[src/rtl/channel_sum_drain.sv]
// Buffers completed 16-lane partial-sum vectors and drains them lane by lane
// over a valid/ready stream, applying round-half-up shift, optional ReLU and saturation.
module channel_sum_drain #(
    parameter int unsigned LANES = 16,
    parameter int unsigned IN_W  = 11,
    parameter int unsigned OUT_W = 8,
    parameter int unsigned DEPTH = 2
) (
    input  logic                   clk,
    input  logic                   rst,
    input  logic [LANES*IN_W-1:0]  sum_in,
    input  logic                   sum_en,
    input  logic [3:0]             shift,
    input  logic                   relu_en,
    output logic [OUT_W-1:0]       out_data,
    output logic [3:0]             out_lane,
    output logic                   out_last,
    output logic                   out_valid,
    input  logic                   out_ready,
    output logic                   busy,
    output logic                   ovf_err
);

    localparam int unsigned EXT_W  = IN_W + 1;
    localparam int unsigned PTR_W  = $clog2(DEPTH);
    localparam int unsigned CNT_W  = $clog2(DEPTH) + 1;
    localparam int unsigned LANE_W = 4;

    localparam logic [LANE_W-1:0]      LAST_LANE = LANE_W'(LANES - 1);
    localparam logic [CNT_W-1:0]       FULL_CNT  = CNT_W'(DEPTH);
    localparam logic signed [EXT_W-1:0] SAT_HI   = EXT_W'((2 ** (OUT_W - 1)) - 1);
    localparam logic signed [EXT_W-1:0] SAT_LO   = EXT_W'(-(2 ** (OUT_W - 1)));

    typedef logic [LANES-1:0][IN_W-1:0] vec_t;

    typedef enum logic {
        IDLE  = 1'b0,
        DRAIN = 1'b1
    } state_t;

    state_t             state_q, state_d;
    vec_t               mem_q [DEPTH];
    vec_t               mem_d [DEPTH];
    logic [PTR_W-1:0]   wr_ptr_q, wr_ptr_d;
    logic [PTR_W-1:0]   rd_ptr_q, rd_ptr_d;
    logic [CNT_W-1:0]   count_q, count_d;
    logic [LANE_W-1:0]  lane_q, lane_d;
    logic [OUT_W-1:0]   out_data_q, out_data_d;
    logic [3:0]         out_lane_q, out_lane_d;
    logic               out_last_q, out_last_d;
    logic               out_valid_q, out_valid_d;
    logic               busy_q, busy_d;
    logic               ovf_err_q, ovf_err_d;

    logic               hs, pop, full, wr;

    // Rescale one lane: round-half-up arithmetic shift, optional ReLU, saturate.
    function automatic logic [OUT_W-1:0] scale_lane(input logic [IN_W-1:0] v,
                                                    input logic [3:0]      sh,
                                                    input logic            relu);
        logic signed [EXT_W-1:0] x;
        x = $signed({v[IN_W-1], v});
        if (sh != 4'd0) begin
            x = x + (EXT_W'(1) << (sh - 4'd1));
            x = x >>> sh;
        end
        if (relu && x[EXT_W-1]) begin
            x = '0;
        end
        if (x > SAT_HI) begin
            x = SAT_HI;
        end else if (x < SAT_LO) begin
            x = SAT_LO;
        end
        return OUT_W'(x);
    endfunction

    always_comb begin
        state_d     = state_q;
        mem_d       = mem_q;
        wr_ptr_d    = wr_ptr_q;
        rd_ptr_d    = rd_ptr_q;
        count_d     = count_q;
        lane_d      = lane_q;
        ovf_err_d   = ovf_err_q;
        out_data_d  = '0;
        out_lane_d  = '0;
        out_last_d  = 1'b0;

        hs   = (state_q == DRAIN) && out_ready;
        pop  = hs && (lane_q == LAST_LANE);
        full = (count_q == FULL_CNT);
        wr   = sum_en && (!full || pop);

        if (sum_en && full && !pop) begin
            ovf_err_d = 1'b1;
        end
        if (wr) begin
            mem_d[wr_ptr_q] = vec_t'(sum_in);
            wr_ptr_d        = wr_ptr_q + PTR_W'(1);
        end
        if (pop) begin
            rd_ptr_d = rd_ptr_q + PTR_W'(1);
        end
        if (wr && !pop) begin
            count_d = count_q + CNT_W'(1);
        end else if (!wr && pop) begin
            count_d = count_q - CNT_W'(1);
        end

        case (state_q)
            IDLE: begin
                if (count_q != '0) begin
                    state_d = DRAIN;
                    lane_d  = '0;
                end
            end
            DRAIN: begin
                if (hs) begin
                    lane_d = lane_q + LANE_W'(1);
                    if (pop) begin
                        lane_d = '0;
                        if (count_d == '0) begin
                            state_d = IDLE;
                        end
                    end
                end
            end
            default: state_d = IDLE;
        endcase

        // Outputs are registered from the next-cycle view so a vector written
        // alongside a pop drains with no bubble.
        out_valid_d = (state_d == DRAIN);
        busy_d      = (count_d != '0) || (state_d == DRAIN);
        if (state_d == DRAIN) begin
            out_data_d = scale_lane(mem_d[rd_ptr_d][lane_d], shift, relu_en);
            out_lane_d = lane_d;
            out_last_d = (lane_d == LAST_LANE);
        end
    end

    always_ff @(posedge clk or negedge rst) begin
        if (!rst) begin
            state_q     <= IDLE;
            for (int i = 0; i < int'(DEPTH); i++) begin
                mem_q[i] <= '0;
            end
            wr_ptr_q    <= '0;
            rd_ptr_q    <= '0;
            count_q     <= '0;
            lane_q      <= '0;
            out_data_q  <= '0;
            out_lane_q  <= '0;
            out_last_q  <= 1'b0;
            out_valid_q <= 1'b0;
            busy_q      <= 1'b0;
            ovf_err_q   <= 1'b0;
        end else begin
            state_q     <= state_d;
            mem_q       <= mem_d;
            wr_ptr_q    <= wr_ptr_d;
            rd_ptr_q    <= rd_ptr_d;
            count_q     <= count_d;
            lane_q      <= lane_d;
            out_data_q  <= out_data_d;
            out_lane_q  <= out_lane_d;
            out_last_q  <= out_last_d;
            out_valid_q <= out_valid_d;
            busy_q      <= busy_d;
            ovf_err_q   <= ovf_err_d;
        end
    end

    assign out_data  = out_data_q;
    assign out_lane  = out_lane_q;
    assign out_last  = out_last_q;
    assign out_valid = out_valid_q;
    assign busy      = busy_q;
    assign ovf_err   = ovf_err_q;

endmodule

[config.mk]
export PLATFORM = sky130hd
export DESIGN_NAME = channel_sum_drain
export DESIGN_NICKNAME = d
export VERILOG_FILES = /design/src/rtl/channel_sum_drain.sv
export SDC_FILE = /design/constraint.sdc
export NUM_CORES = 1
export LEC_CHECK = 0
export BUFFER_PORTS_ARGS = -buffer_cell sky130_fd_sc_hd__buf_2
export CELL_PAD_IN_SITES_DETAIL_PLACEMENT = 2
export CELL_PAD_IN_SITES_GLOBAL_PLACEMENT = 2
export CORE_MARGIN = 4
export CORE_UTILIZATION = 40
export DETAILED_ROUTE_END_ITERATION = 10
export GPL_TIMING_DRIVEN = 0
export PLACE_DENSITY_LB_ADDON = 0.3
export SYNTH_ARGS = -nofsm -noshare
export SYNTH_HDL_FRONTEND = slang
export SYNTH_SLANG_ARGS = --single-unit
[constraint.sdc]
create_clock -name clk -period 11.34 [get_ports clk]
set_clock_uncertainty 0.15 [all_clocks]
set_input_delay 1.134 -clock clk [delete_from_list [all_inputs] [get_ports clk]]
set_output_delay 1.134 -clock clk [all_outputs]
set_load 0.01 [all_outputs]
==> results.cfg <==
[floorplanning]
die_x_microns = 235.2
core_area_sq_um = 50580
io-pin-count = 201
die_h_microns = 235.2
rows = 82
start_util_pct = 40.82
die_area_sq_um = 55320

[synthesis]
synth-edff-count = 0
synth_cell_type_count = 97
synthesis.area_sq_um = 20650
ys_async_sr_fraction_pct = 100.0
synth_cells = 2405
ys.flop_type = dfrtp_1
synthTopCellsByCount = nand2_1, dfrtp_1, nor2_1
yosysTopAreaCell = dfrtp_1
yosysWarnings = 0
synth.most_common_cell = nand2_1
netlist_top_cells_area = dfrtp_1, nand2_1, mux2_2, mux2i_1, nor2_1
synth_top_area_share_pct = 45.57
syn_nets = 2605
avgSynthCellArea_sq_um = 8.585
synth-seq-area-share_pct = 45.57
synth-seq-cells = 376

[place]
placed_area_sq_um = 22560
place.gp.congestion = 0.8797
port_buffers = 195
hpwl_microns = 69670

[cts]
cts_made_buffers = 46
cts.repair.resized = 0
cts_tree = built
hold_buffers = 0
clock_latency_ps = 610
cts.sinks = 376
path_clk_slew_ps = 60
cts_buffer_depth = 3
root_buffer = clkbuf_16
cts_max_level = 2
postCtsSetupRepairBufs = 0

[layout]
area_growth_pct = 16.99
finish.utilization_pct = 47.75
finalNetCount = 2852
drive_above_1_share_pct = 19.45
final_area_sq_um = 24150

[setup_path]
end_kind = flop
timing.critical_path.mode_cell = buf_2
rr_endpoint = out_data[2]
ff2ff_path_depth = 25
timing.rr.start = lane_q[0]
crit_path_max_incr_delay_ps = 820
cp_max_fo = 10
r2r_slack_ps = 2390
critPathSlowestCell = o311ai_0
crit_required_ps = 11690
crit_type = reg2reg
cp_data_arrival_time_ps = 9300
crit_path_start_kind = flop

[sta]
holdWs_ps = 315.7
worstMarginPinSlew_ps = 1374
setup_tns_ps = 0
max_freq_ghz = 0.1117
hold_viol = 0
min_period_over_period_pct = 78.94
rsz0062_at_grt = no
setup_viol = 0
maxSlewViolCount = 0
slew_headroom_pct = 7.904
period_minus_slack_ps = 8951

[hold_path]
hold_path_startpoint = mem_q[47]
holdPathEnd = mem_q[47]
hold_depth = 2
hp-class = reg2reg

[routing]
remaining_drc_errors = 0
antenna_left = 0
post_drt_wl_per_cell_microns = 30.92
dr.pass1.iters = 5
drt_wl_total_microns = 103900
vias_per_cell = 6.274
drt_iter0_drc = 1775
vias = 21070

[power_and_ir_drop]
powerDensity_nw_per_um2 = 360.3
max-vdd-ir-drop_uv = 126.8
power.total_uw = 8702
p_leak_uw = 0.01163

[flow_run]
maxCapViolCount = 0

[global_routing]
grt_usage_pct = 36.17
grt-ovfl-total = 0
grt_pass1_vias = 23680
grt_pass1_wl_microns = 153400
grt_max_degree = 120
antenna_found_initial = 3

[run_status]
status = complete, no violations
[state kept, by name, summed over array words and instances (netlist names)]
| register | count |
|---|---|
| busy | 1 |
| count_q | 2 |
| out_data | 8 |
| rd_ptr_q | 1 |
| wr_ptr_q | 1 |
| out_lane | 4 |
| mem_q | 352 |
| out_last | 1 |
| ovf_err | 1 |
| out_valid | 1 |
| lane_q | 4 |
[worst max path at each step]
| stage | start | end | cells after the start |
|---|---|---|---|
| global route | lane_q[0] | out_data[2] | 25 |
| floorplan | out_ready | out_data[2] | 25 |
| global placement | rst | mem_q[203] | 1 |
| finish | lane_q[0] | out_data[2] | 25 |
| CTS | lane_q[0] | out_data[3] | 22 |
| detailed placement | out_ready | out_data[5] | 23 |
[logic make-up (layout without fill, tap and decap cells)]
group / count (synthesis) / after routing / synth area share, %
XOR/XNOR: 13 / 13 / 0.6788
AO/OA/AOI/OAI: 367 / 367 / 13.42
multiplexers: 179 / 179 / 9.769
adder cells (fa/ha/maj): 15 / 15 / 0.9454
flip-flops: 376 / 376 / 45.57
AND/OR/NAND/NOR: 1259 / 1259 / 24.95
buffers and inverters: 196 / 475 / 4.660
other: 0 / 3 / 0
[worst max-delay path, delay by kind of cell (launching register included)]
kind            cells  cell delay [ps]
simple gates        5             1230
flops               1              510
fa+ha+maj           2              680
buf+inv             5             1870
compound gates     13             4390
[power by group]
part           leakage [uW]  switching (uW)  internal [uW]
combinational       0.00625            3270           1510
clock              0.000786             652            941
sequential          0.00459             343           1990
[placed cells by master, fill, tap and decap left out, drive strengths merged, types with 8 or more instances in the layout]
master / instances
nor3: 54
o221a: 10
a211oi: 32
clkbuf: 135
and2: 9
ha: 14
inv: 31
nor2: 147
xnor2: 9
or2: 8
a21oi: 58
clkinv: 8
o221ai: 25
a311oi: 22
o22ai: 19
nand3: 43
o21ai: 56
nand2b: 11
a2111oi: 11
a22oi: 11
o211ai: 15
mux2: 110
or3: 19
and3: 8
mux2i: 62
nand2: 918
buf: 297
dfrtp: 376
a31oi: 12
nor4: 12
[per-stage QoR]
step	cells	setup slack [ps]
6_report	3359	2389
3_3_place_gp	3272	1308
5_1_grt	3356	2098
2_1_floorplan	2405	5031
4_1_cts	3356	2639
3_5_place_dp	3276	2404
[routing by layer]
| layer | vias up | track usage (%) | share of wire [%] |
|---|---|---|---|
| met1 | 10910 | 43.01 | 38 |
| met2 | 985 | 60.28 | 48 |
| li1 | 8737 | - | - |
| met4 | 0 | 21.82 | 7.1 |
| met5 | - | 0 | 0 |
| met3 | 445 | 7.697 | 7.0 |
[final cells by class]
class	instances	area, sq um
fill	5575	26430
clock buffer	67	1391
timing repair buffer	199	1076
tap	672	840.8
inverter	30	112.6
clock inverter	13	187.7
buffer	166	849.6
sequential	376	9409
multi-input combinational	1833	10280
antenna	3	7.507
Power figures use the tool's default switching activity.
